--- src/rtl/bus_dir_if.sv ---
// ----------------------------------------------------------------------------
// bus_dir_if
//
// Purpose: bundles the request/grant/direction signals between the two link
// sides (A and B) and the bus direction controller.
//
// Signals:
//   req_a  - A wants to drive A->B (level, held for the whole transfer)
//   req_b  - B wants to drive B->A (level, held for the whole transfer)
//   en     - buffer direction: 1 = A drives B, 0 = B drives A
//   gnt_a  - A may drive
//   gnt_b  - B may drive
//   busy   - high while the link is in a dead turnaround
//   state  - controller FSM state, for debug/observation only
//            (0 = IDLE, 1 = GNT_A, 2 = GNT_B, 3 = TURN)
//
// Modports:
//   master - the requesting sides: drive req_*, observe everything else
//   slave  - the controller: observes req_*, drives everything else
//
// Handshake: req_X is a level request that stays high for the whole
// transfer. gnt_X rises when side X may drive and stays high while req_X
// stays high. Side X drops req_X to release the link; gnt_X falls after the
// next rising edge. A side must not drive while its gnt is low.
// ----------------------------------------------------------------------------
interface bus_dir_if;
    logic       req_a;
    logic       req_b;
    logic       en;
    logic       gnt_a;
    logic       gnt_b;
    logic       busy;
    logic [1:0] state;

    modport master (
        output req_a,
        output req_b,
        input  en,
        input  gnt_a,
        input  gnt_b,
        input  busy,
        input  state
    );

    modport slave (
        input  req_a,
        input  req_b,
        output en,
        output gnt_a,
        output gnt_b,
        output busy,
        output state
    );
endinterface

--- src/rtl/bus_dir_ctrl.sv ---
// ----------------------------------------------------------------------------
// bus_dir_ctrl
//
// Purpose: direction controller for the half-duplex bidirectional buffer.
// Arbitrates between sides A and B, produces the buffer direction select
// (en) and inserts TURN dead cycles whenever the direction reverses, so no
// side drives during a reversal. Simultaneous requests alternate, favouring
// the side not served most recently.
//
// Parameters:
//   TURN     - turnaround length in cycles on a reversal (1..15)
//   MAXBURST - granted cycles before a forced handover when the other side
//              is waiting (2..255); only used with the burst limit
//
// Ports:
//   clk    - clock, all state updates on the rising edge
//   rst_n  - asynchronous active-low reset
//   bus    - bus_dir_if.slave: req_a/req_b in; en, gnt_a, gnt_b, busy and
//            debug state out (all outputs registered)
//
// Optional feature macro:
//   BUS_DIR_BURST_LIMIT_EN - when defined, an active grant is cut after
//   MAXBURST cycles if the other side is requesting, and the link turns
//   straight toward the other side. When undefined a grant lasts until its
//   request drops.
// ----------------------------------------------------------------------------
module bus_dir_ctrl #(
    parameter int unsigned TURN     = 2,
    parameter int unsigned MAXBURST = 8
) (
    input  logic     clk,
    input  logic     rst_n,
    bus_dir_if.slave bus
);

    typedef enum logic [1:0] {
        ST_IDLE  = 2'd0,
        ST_GNT_A = 2'd1,
        ST_GNT_B = 2'd2,
        ST_TURN  = 2'd3
    } state_t;

    // The turnaround counter is loaded with TURN-1 and the grant issues on
    // the edge that finds it at zero, giving exactly TURN busy cycles.
    localparam logic [3:0] TURN_LOAD = 4'(TURN - 1);

    // Parameter legality, checked at elaboration.
    if (TURN < 1 || TURN > 15) begin : g_turn_range
        $error("bus_dir_ctrl: TURN must be in 1..15");
    end
    if (MAXBURST < 2 || MAXBURST > 255) begin : g_maxburst_range
        $error("bus_dir_ctrl: MAXBURST must be in 2..255");
    end

    state_t     state;
    logic       en_q;
    logic       gnt_a_q;
    logic       gnt_b_q;
    logic       busy_q;
    logic       last_a;     // 1: A was served most recently, 0: B
    logic       pend_a;     // turnaround target: 1 = A, 0 = B
    logic [3:0] turn_cnt;

    // ------------------------------------------------------------------
    // Target selection in IDLE: a lone request wins; with both high the
    // side that was not served last wins.
    // ------------------------------------------------------------------
    logic any_req;
    logic tgt_a;

    always_comb begin
        any_req = bus.req_a | bus.req_b;
        if (bus.req_a && bus.req_b) begin
            tgt_a = ~last_a;
        end else begin
            tgt_a = bus.req_a;
        end
    end

    // Request of the side currently holding the grant.
    logic own_req;

    always_comb begin
        own_req = (state == ST_GNT_A) ? bus.req_a : bus.req_b;
    end

`ifdef BUS_DIR_BURST_LIMIT_EN
    // burst_cnt counts completed grant cycles. On the edge that closes the
    // MAXBURST-th granted cycle it sits at MAXBURST-1; it saturates there
    // so a grant with nobody waiting simply continues.
    localparam logic [7:0] BURST_LAST = 8'(MAXBURST - 1);

    logic [7:0] burst_cnt;
    logic       other_req;
    logic       burst_hit;

    always_comb begin
        other_req = (state == ST_GNT_A) ? bus.req_b : bus.req_a;
        burst_hit = (burst_cnt == BURST_LAST) && other_req;
    end
`endif

    // ------------------------------------------------------------------
    // FSM with registered outputs. en only moves on entry to ST_TURN, and
    // every path into ST_TURN clears both grants in the same edge, so en
    // never changes under an active grant.
    // ------------------------------------------------------------------
    always_ff @(posedge clk or negedge rst_n) begin
        if (!rst_n) begin
            state     <= ST_IDLE;
            en_q      <= 1'b1;
            gnt_a_q   <= 1'b0;
            gnt_b_q   <= 1'b0;
            busy_q    <= 1'b0;
            last_a    <= 1'b0;
            pend_a    <= 1'b0;
            turn_cnt  <= 4'd0;
`ifdef BUS_DIR_BURST_LIMIT_EN
            burst_cnt <= 8'd0;
`endif
        end else begin
            case (state)
                ST_IDLE: begin
                    if (any_req) begin
                        if (tgt_a == en_q) begin
                            // Link already points the right way.
                            state     <= tgt_a ? ST_GNT_A : ST_GNT_B;
                            gnt_a_q   <= tgt_a;
                            gnt_b_q   <= ~tgt_a;
                            last_a    <= tgt_a;
`ifdef BUS_DIR_BURST_LIMIT_EN
                            burst_cnt <= 8'd0;
`endif
                        end else begin
                            // Reverse: flip the buffer now, grant later.
                            state    <= ST_TURN;
                            en_q     <= tgt_a;
                            busy_q   <= 1'b1;
                            turn_cnt <= TURN_LOAD;
                            pend_a   <= tgt_a;
                        end
                    end
                end

                ST_TURN: begin
                    // Requests are not looked at here; the latched target
                    // is granted even if it has since let go.
                    if (turn_cnt == 4'd0) begin
                        state     <= pend_a ? ST_GNT_A : ST_GNT_B;
                        gnt_a_q   <= pend_a;
                        gnt_b_q   <= ~pend_a;
                        busy_q    <= 1'b0;
                        last_a    <= pend_a;
`ifdef BUS_DIR_BURST_LIMIT_EN
                        burst_cnt <= 8'd0;
`endif
                    end else begin
                        turn_cnt <= turn_cnt - 4'd1;
                    end
                end

                ST_GNT_A, ST_GNT_B: begin
                    if (!own_req) begin
                        gnt_a_q <= 1'b0;
                        gnt_b_q <= 1'b0;
                        state   <= ST_IDLE;
                    end
`ifdef BUS_DIR_BURST_LIMIT_EN
                    else if (burst_hit) begin
                        // Forced handover: skip IDLE and turn straight
                        // toward the waiting side.
                        gnt_a_q  <= 1'b0;
                        gnt_b_q  <= 1'b0;
                        state    <= ST_TURN;
                        en_q     <= (state == ST_GNT_B);
                        busy_q   <= 1'b1;
                        turn_cnt <= TURN_LOAD;
                        pend_a   <= (state == ST_GNT_B);
                        last_a   <= (state == ST_GNT_A);
                    end else if (burst_cnt != BURST_LAST) begin
                        burst_cnt <= burst_cnt + 8'd1;
                    end
`endif
                end

                default: begin
                    state   <= ST_IDLE;
                    gnt_a_q <= 1'b0;
                    gnt_b_q <= 1'b0;
                    busy_q  <= 1'b0;
                end
            endcase
        end
    end

    assign bus.en    = en_q;
    assign bus.gnt_a = gnt_a_q;
    assign bus.gnt_b = gnt_b_q;
    assign bus.busy  = busy_q;
    assign bus.state = state;

endmodule

--- src/flat_wrapper.sv ---
// flat-port wrapper written by rule: the top's interface ports become plain ports
module bus_dir_ctrl_flat 
#(
    parameter int unsigned TURN     = 2,
    parameter int unsigned MAXBURST = 8
)
  (clk, rst_n, bus_req_a, bus_req_b, bus_en, bus_gnt_a, bus_gnt_b, bus_busy, bus_state);
  bus_dir_if bus_i ();
  input  logic clk;
  input  logic rst_n;
  input wire logic [$bits(bus_i.req_a)-1:0] bus_req_a;
  input wire logic [$bits(bus_i.req_b)-1:0] bus_req_b;
  output wire logic [$bits(bus_i.en)-1:0] bus_en;
  output wire logic [$bits(bus_i.gnt_a)-1:0] bus_gnt_a;
  output wire logic [$bits(bus_i.gnt_b)-1:0] bus_gnt_b;
  output wire logic [$bits(bus_i.busy)-1:0] bus_busy;
  output wire logic [$bits(bus_i.state)-1:0] bus_state;
  assign bus_i.req_a = bus_req_a;
  assign bus_i.req_b = bus_req_b;
  assign bus_en = bus_i.en;
  assign bus_gnt_a = bus_i.gnt_a;
  assign bus_gnt_b = bus_i.gnt_b;
  assign bus_busy = bus_i.busy;
  assign bus_state = bus_i.state;
  bus_dir_ctrl #(.TURN(TURN), .MAXBURST(MAXBURST)) u_core (.clk(clk), .rst_n(rst_n), .bus(bus_i));
endmodule
--- config.mk ---
export PLATFORM = sky130hd
export DESIGN_NAME = bus_dir_ctrl_flat
export DESIGN_NICKNAME = d
export VERILOG_FILES = /design/src/rtl/bus_dir_if.sv /design/src/rtl/bus_dir_ctrl.sv /design/src/flat_wrapper.sv
export SDC_FILE = /design/constraint.sdc
export NUM_CORES = 1
export LEC_CHECK = 0
export ABC_AREA = 1
export CAP_MARGIN = 0
export CORE_MARGIN = 2
export CORE_UTILIZATION = 25
export DETAILED_ROUTE_END_ITERATION = 16
export PLACE_DENSITY = 0.49
export REMOVE_ABC_BUFFERS = 1
export SLEW_MARGIN = 10
export SYNTH_ARGS = -nofsm -noshare
export SYNTH_HDL_FRONTEND = slang
export SYNTH_SLANG_ARGS = --single-unit
--- constraint.sdc ---
create_clock -name clk -period 2.1 [get_ports clk]
set_input_delay 0.21 -clock clk [delete_from_list [all_inputs] [get_ports clk]]
set_output_delay 0.21 -clock clk [all_outputs]
set_load 0.005 [all_outputs]
==> impl_metrics.prom, run 1 <==
# TYPE chip_impl_metric gauge
chip_impl_info{name="synth_top_cell_by_area",value="dfrtp_1"} 1
chip_impl_metric{name="grt_pass1_vias",unit=""} 685
chip_impl_info{name="timing.critical_path.from_type",value="flip-flop"} 1
chip_impl_metric{name="dp_cells",unit=""} 162
chip_impl_metric{name="synth_warnings",unit=""} 0
chip_impl_metric{name="clock_skew",unit="ps"} 11.60
chip_impl_info{name="grt_setup_unrepaired",value="no"} 1
chip_impl_metric{name="maxSlewHeadroom",unit=""} 0.5968
chip_impl_info{name="yosys-top-cells-count",value="nand2_1 (35), inv_1 (16), nand3_1 (13)"} 1
chip_impl_metric{name="firstDrtPassIters",unit=""} 2
chip_impl_info{name="synth_top_flop_cell",value="dfrtp_1"} 1
chip_impl_metric{name="timing.fmax",unit="MHz"} 637.7
chip_impl_metric{name="ir_worst_vdd",unit="uV"} 581.9
chip_impl_info{name="cp-startpoint",value="u_core.bus.state[0]"} 1
chip_impl_metric{name="synth_unique_cells",unit=""} 19
chip_impl_metric{name="p_leak",unit="nW"} 0.4997
chip_impl_metric{name="synthToLayoutAreaGrowth",unit="%"} 21.48
chip_impl_metric{name="syn-cell-area",unit="um^2"} 809.5
chip_impl_metric{name="synth_adder_area_share",unit=""} 0.1082
chip_impl_info{name="cts_tree",value="yes"} 1
chip_impl_metric{name="drt_antenna_net_count",unit=""} 0
chip_impl_metric{name="die-width",unit="um"} 60.91
chip_impl_metric{name="grt_remaining_overflow",unit=""} 0
chip_impl_metric{name="pin_count",unit=""} 10
chip_impl_metric{name="number_of_gates_resized_after_cts",unit=""} 0
chip_impl_metric{name="max_slew.worst_pin.slew",unit="ps"} 602.9
chip_impl_info{name="timing_worst_setup_path_type",value="flip-flop to flip-flop"} 1
chip_impl_metric{name="route.final.wire_length",unit="um"} 1673
chip_impl_metric{name="grt_antenna_before_repair",unit=""} 0
chip_impl_info{name="worst_r2r_startpoint",value="u_core.bus.state[0]"} 1
chip_impl_metric{name="crit_path_required_time",unit="ps"} 2270
chip_impl_metric{name="synth-simple-area-share",unit=""} 0.3555
chip_impl_metric{name="worst_slack",unit="ps"} 531.9
chip_impl_metric{name="synth_enable_flop_cells",unit=""} 0
chip_impl_metric{name="drc",unit=""} 0
chip_impl_metric{name="synth_mux_area_frac",unit=""} 0
chip_impl_info{name="cts_root_buf",value="clkbuf_4"} 1
chip_impl_metric{name="finalWeightedCongestion",unit=""} 0.7601
chip_impl_metric{name="vias",unit=""} 724
chip_impl_metric{name="worst_hold_slack",unit="ps"} 289.4
chip_impl_metric{name="wire_per_inst",unit="um"} 10.08
chip_impl_metric{name="pre_cts_slack",unit="ps"} 288.3
chip_impl_metric{name="numCtsBuffers",unit=""} 3
chip_impl_metric{name="cts.clk_slew.worst_paths",unit="ps"} 90
chip_impl_metric{name="syn_area_per_cell",unit="um^2"} 7.359
chip_impl_info{name="setup.worst_path.end_class",value="flip-flop"} 1
chip_impl_metric{name="cts_num_sinks",unit=""} 12
chip_impl_metric{name="cap_viol_max_count",unit=""} 0
chip_impl_metric{name="timing.critical_path.arrival",unit="ps"} 1740
chip_impl_metric{name="critical_path_peak_fanout",unit=""} 13
chip_impl_metric{name="antenna_diode_instance_count",unit=""} 0
chip_impl_metric{name="buffer_ports.inserted",unit=""} 9
chip_impl_metric{name="initial_utilization",unit=""} 0.2630
chip_impl_metric{name="post-route-period-util",unit=""} 0.7467
chip_impl_metric{name="synth.ff_latch_count",unit=""} 12
chip_impl_metric{name="report.final.hold_viol_count",unit=""} 0
chip_impl_metric{name="postSynthCellCount",unit=""} 110
chip_impl_metric{name="share_of_async_settable_or_async_resettable_flops_after_synthesis",unit=""} 1.000
chip_impl_metric{name="synth.top_cell.area_share",unit=""} 0.3400
chip_impl_metric{name="detailed_place_hpwl",unit="um"} 1262
chip_impl_metric{name="design_power_total",unit="mW"} 1.515
chip_impl_metric{name="final-instance-count-excl-fill",unit=""} 166
chip_impl_metric{name="worst_skew_late_latency",unit="ps"} 290
chip_impl_metric{name="via_per_inst",unit=""} 4.361
chip_impl_metric{name="time_the_worst_path_needs_with_i_o_delays_and_setup",unit="ps"} 1568
chip_impl_metric{name="setup_viol",unit=""} 0
chip_impl_metric{name="largest_net_degree_at_the_start_of_global_routing",unit=""} 14
chip_impl_info{name="outcome",value="completed"} 1
chip_impl_metric{name="core_region_area",unit="um^2"} 3078
chip_impl_info{name="timing.hold.worst.class",value="input port to asynchronous set/reset pin"} 1
chip_impl_metric{name="ctsHtreeMaxLevel",unit=""} 1
chip_impl_metric{name="hold_buffers_post_cts",unit=""} 0
chip_impl_metric{name="grtUsageTotal",unit=""} 0.1087
chip_impl_metric{name="seq_area_frac_synth",unit=""} 0.3725
chip_impl_metric{name="synth-xor-area-share",unit=""} 0
chip_impl_metric{name="finalSetupTns",unit="ps"} 0
chip_impl_metric{name="final_layout_size_suffix_gt1_frac",unit=""} 0.1148
chip_impl_info{name="ys_top_cells_by_area",value="dfrtp_1 (34%), nand2_1 (16%), ha_1 (11%), nand3_1 (8.0%), inv_1 (7.4%)"} 1
chip_impl_info{name="synth_top_family_by_area",value="simple AND/OR/NAND/NOR gates"} 1
chip_impl_metric{name="cts.repair_timing.setup_buffer_count",unit=""} 0
chip_impl_metric{name="regToRegSetupSlack",unit="ps"} 530
chip_impl_info{name="synth.most_common_cell",value="nand2_1"} 1
chip_impl_metric{name="count_of_standard_cell_rows",unit=""} 20
chip_impl_metric{name="reg2reg_depth",unit=""} 6
chip_impl_metric{name="first_pass_grt_wire_length",unit="um"} 2925
chip_impl_metric{name="power_per_cell_area",unit="nW/um^2"} 1541
chip_impl_info{name="critical_path.reg2reg.endpoint",value="u_core.turn_cnt[3]"} 1
chip_impl_metric{name="synth_compound_area_frac",unit=""} 0.07573
chip_impl_metric{name="nets",unit=""} 134
chip_impl_metric{name="die_area",unit="um^2"} 3709
chip_impl_metric{name="slew_violations",unit=""} 0
chip_impl_metric{name="dr_iter_0_viols",unit=""} 9
chip_impl_metric{name="die_h",unit="um"} 60.91
chip_impl_metric{name="max_buffers_root_to_sink",unit=""} 2
area by class of cell:
class	count	area (um^2)
Tap cell	44	55.05
Multi-Input combinational cell	80	436.7
Timing Repair Buffer	9	90.09
Sequential cell	12	301.5
Clock buffer	4	36.28
Fill cell	344	2095
Inverter	17	63.81
flip-flops by register name, summed over array words and instances (netlist names):
signal	cells
u_core.bus.busy	1
u_core.bus.state	2
u_core.turn_cnt	4
u_core.bus.gnt_a	1
u_core.bus.en	1
u_core.bus.gnt_b	1
u_core.pend_a	1
u_core.last_a	1
worst max path at each step:
stage / end / slack, ps / depth (start not counted)
finish: u_core.turn_cnt[3] / 530 / 6
global placement: u_core.bus.gnt_b / 300 / 7
global route: u_core.turn_cnt[3] / 390 / 6
CTS: u_core.turn_cnt[0] / 520 / 6
floorplan: u_core.bus.gnt_a / 690 / 6
detailed placement: u_core.bus.gnt_a / 290 / 7
metal layers:
layer,vias up,wire length [um],track usage
met3,2,92,0.04478
li1,380,-,-
met4,0,8,0.01863
met5,-,0,0
met1,330,807,0.1429
met2,12,765,0.1705
metrics by stage:
step | area, um^2 | utilization
after floorplan | 802.0 | -
after global placement | 947.2 | 0.3077
after detailed placement | 947.2 | 0.3077
after CTS | 983.4 | 0.3195
after global routing | 983.4 | 0.3195
final | 983.4 | 0.3195
kinds of logic (layout without fill, tap and decap cells):
group | after synthesis | after routing
compound gates | 11 | 11
fa+ha+maj | 7 | 7
buf+inv | 18 | 30
flops | 12 | 12
simple gates | 62 | 62
layout by cell type (no fill, tap or decap), types with 4 or more instances in the layout:
master	instances
nand2_1	35
o21ai_1	5
dfrtp_1	11
nand3_1	13
clkdlybuf4s50_1	9
nand4_1	4
inv_1	16
nand2_2	4
ha_1	7
worst max-delay path, cell delays in order, from the launching register on:
cell and delay, ps:
dfrtp_1 440, ha_1 510, nand2_2 120, nand2_2 110
nand3_4 130, nand2_1 100, o21ai_1 60
report_power, final:
| part | switching (mW) | internal (mW) |
|---|---|---|
| sequential | 0.0939 | 0.352 |
| combinational | 0.501 | 0.371 |
| clock | 0.0923 | 0.106 |
(Power assumes the default switching activity.)
==> inputs of run 2 (changes only) <==
==> constraint.sdc (replaced) <==
create_clock -name clk -period 1.55 [get_ports clk]
set_input_delay 0.155 -clock clk [delete_from_list [all_inputs] [get_ports clk]]
set_output_delay 0.155 -clock clk [all_outputs]
set_load 0.005 [all_outputs]
==> impl_metrics.prom, run 2 (synthesized netlist as in run 1, its figures left out) <==
# TYPE chip_impl_metric gauge
chip_impl_info{name="outcome",value="completed"} 1
chip_impl_metric{name="hold_buffers_post_cts",unit=""} 0
chip_impl_metric{name="die_h",unit="um"} 60.91
chip_impl_metric{name="cts_num_sinks",unit=""} 12
chip_impl_metric{name="timing.critical_path.arrival",unit="ps"} 1640
chip_impl_metric{name="clock_skew",unit="ps"} 2.335
chip_impl_metric{name="largest_net_degree_at_the_start_of_global_routing",unit=""} 13
chip_impl_metric{name="numCtsBuffers",unit=""} 3
chip_impl_metric{name="synthToLayoutAreaGrowth",unit="%"} 31.68
chip_impl_metric{name="vias",unit=""} 733
chip_impl_metric{name="first_pass_grt_wire_length",unit="um"} 2773
chip_impl_metric{name="buffer_ports.inserted",unit=""} 9
chip_impl_metric{name="slew_violations",unit=""} 0
chip_impl_metric{name="flip_flop_count_of_the_largest_register_after_layout",unit=""} 4
chip_impl_metric{name="firstDrtPassIters",unit=""} 4
chip_impl_metric{name="final_layout_size_suffix_gt1_frac",unit=""} 0.1846
chip_impl_metric{name="drc",unit=""} 0
chip_impl_metric{name="wire_per_inst",unit="um"} 10.37
chip_impl_info{name="regMostFlops",value="u_core.turn_cnt"} 1
chip_impl_metric{name="max_buffers_root_to_sink",unit=""} 2
chip_impl_metric{name="p_clk_frac",unit=""} 0.112
chip_impl_info{name="timing.hold.worst.class",value="input port to asynchronous set/reset pin"} 1
chip_impl_metric{name="maxSlewHeadroom",unit=""} 0.7788
chip_impl_metric{name="max_slew.worst_pin.slew",unit="ps"} 331.8
chip_impl_info{name="largest_registers",value="u_core.turn_cnt: 4 flops, u_core.bus.state: 2 flops"} 1
chip_impl_metric{name="detailed_place_hpwl",unit="um"} 1367
chip_impl_metric{name="seq_power_share",unit=""} 0.272
chip_impl_metric{name="sw_frac_of_total",unit=""} 0.4472
chip_impl_info{name="timing_worst_setup_path_type",value="flip-flop to flip-flop"} 1
chip_impl_metric{name="p_leak",unit="nW"} 0.5424
chip_impl_metric{name="finalWeightedCongestion",unit=""} 0.7628
chip_impl_metric{name="count_of_standard_cell_rows",unit=""} 20
chip_impl_info{name="cts_tree",value="yes"} 1
chip_impl_metric{name="setup_viol",unit=""} 0
chip_impl_metric{name="die-width",unit="um"} 60.91
chip_impl_info{name="timing.critical_path.from_type",value="flip-flop"} 1
chip_impl_metric{name="time_the_worst_path_needs_with_i_o_delays_and_setup",unit="ps"} 1480
chip_impl_metric{name="pre_cts_slack",unit="ps"} -155.5
chip_impl_metric{name="grt_antenna_before_repair",unit=""} 0
chip_impl_metric{name="cell_area_reported_after_detailed_placement",unit="um^2"} 999.7
chip_impl_metric{name="final_area",unit="um^2"} 1066
chip_impl_metric{name="grt_remaining_overflow",unit=""} 0
chip_impl_metric{name="post-route-period-util",unit=""} 0.9547
chip_impl_metric{name="worst_skew_late_latency",unit="ps"} 270
chip_impl_metric{name="grt_pass1_vias",unit=""} 662
chip_impl_metric{name="core_region_area",unit="um^2"} 3078
chip_impl_metric{name="route.final.wire_length",unit="um"} 1804
chip_impl_info{name="setup.worst_path.end_class",value="flip-flop"} 1
chip_impl_metric{name="switchingPower",unit="mW"} 0.9871
chip_impl_metric{name="power.combinational.fraction",unit=""} 0.615
chip_impl_metric{name="via_per_inst",unit=""} 4.213
chip_impl_metric{name="pin_count",unit=""} 10
chip_impl_metric{name="critical_path_peak_fanout",unit=""} 5
chip_impl_metric{name="ir_worst_vdd",unit="uV"} 685.0
chip_impl_metric{name="report.final.hold_viol_count",unit=""} 0
chip_impl_metric{name="drt_antenna_net_count",unit=""} 0
chip_impl_metric{name="antenna_diode_instance_count",unit=""} 0
chip_impl_metric{name="crit_path_required_time",unit="ps"} 1710
chip_impl_metric{name="grtUsageTotal",unit=""} 0.1030
chip_impl_info{name="most-common-layout-cells",value="nand2_1 (35), inv_1 (16), nand3_1 (13), dfrtp_1 (11), clkdlybuf4s50_1 (9)"} 1
chip_impl_metric{name="nets",unit=""} 142
chip_impl_metric{name="power.internal",unit="mW"} 1.220
chip_impl_metric{name="dr_iter_0_viols",unit=""} 22
chip_impl_metric{name="cts.clk_slew.worst_paths",unit="ps"} 80
chip_impl_metric{name="worst_slack",unit="ps"} 70.21
chip_impl_metric{name="regToRegSetupSlack",unit="ps"} 70
chip_impl_metric{name="ctsHtreeMaxLevel",unit=""} 1
chip_impl_metric{name="power_per_cell_area",unit="nW/um^2"} 2070
chip_impl_metric{name="final_util",unit=""} 0.3463
chip_impl_info{name="cts_root_buf",value="clkbuf_4"} 1
chip_impl_metric{name="initial_utilization",unit=""} 0.2630
chip_impl_metric{name="die_area",unit="um^2"} 3709
chip_impl_info{name="most_frequent_standard_cell_in_the_layout_excluding_fill_and_tap_cells",value="nand2_1"} 1
chip_impl_metric{name="timing.fmax",unit="MHz"} 675.8
chip_impl_metric{name="cap_viol_max_count",unit=""} 0
[run 2: cell count changes in the layout (fill, tap and decap cells not counted), sizes merged]
cell / previous run / this run
buf: 0 / 7
nand3: 14 / 15
[run 2: path summary, 6_finish.rpt]
kind / end / startpoint / cells past startpoint
hold reg to reg: u_core.bus.gnt_b / u_core.bus.gnt_b / 2
setup / recovery: u_core.turn_cnt[2] / u_core.bus.en / 7
max in group asynchronous: u_core.bus.en / rst_n / 2
min in group clk: u_core.bus.gnt_b / u_core.bus.gnt_b / 2
setup reg to reg: u_core.turn_cnt[2] / u_core.bus.en / 7
hold / removal: u_core.bus.state[0] / rst_n / 2
[run 2: cell type report]
| cell class | count | area, um^2 |
|---|---|---|
| Clock buffer | 4 | 36.28 |
| Fill cell | 341 | 2012 |
| Inverter | 17 | 63.81 |
| Multi-Input combinational cell | 81 | 466.7 |
| Sequential cell | 12 | 301.5 |
| Tap cell | 44 | 55.05 |
| Timing Repair Buffer | 16 | 142.6 |
[run 2: critical path, cell delays in order, from the launching register on]
cell and delay [ps]:
dfstp_2 550, inv_1 60, ha_1 310, nand2_2 100, nand2_4 110, nand3_4 100, nand2_1 90, o21ai_2 50
[run 2: power by group through the flow]
stage               Clock, mW  Sequential [mW]  Combinational [mW]
finish                  0.248            0.601                1.36
global route            0.275            0.621                1.54
CTS                     0.263            0.601                1.29
detailed placement          0            0.605                1.28
global placement            0            0.604                1.25
floorplan                   0            0.585               0.867
[run 2: timing repair]
| action | in CTS | in global routing |
|---|---|---|
| gates resized for setup | 0 | 4 |
| setup endpoints to repair | 0 | 6 |
| setup buffers | 0 | 0 |
[run 2: metal layers]
layer  vias up  GRT usage  part of all wire
li1        396          -                 -
met2        10     0.1659              0.46
met5         -          0                 0
met3         2    0.02132             0.040
met1       325     0.1326              0.49
met4         0    0.04658            0.0072
[run 2: through the flow]
stage          setup TNS (ps)  power, mW  instances  hold WS, ps
2_1_floorplan               0      1.452        109       -140.6
3_5_place_dp            -1016      1.887        169        472.1
5_1_grt                -21.95      2.435        174        202.8
6_report                    0      2.207        174        191.3
3_3_place_gp           -754.7      1.856        169        467.9
4_1_cts                     0      2.153        173        186.8
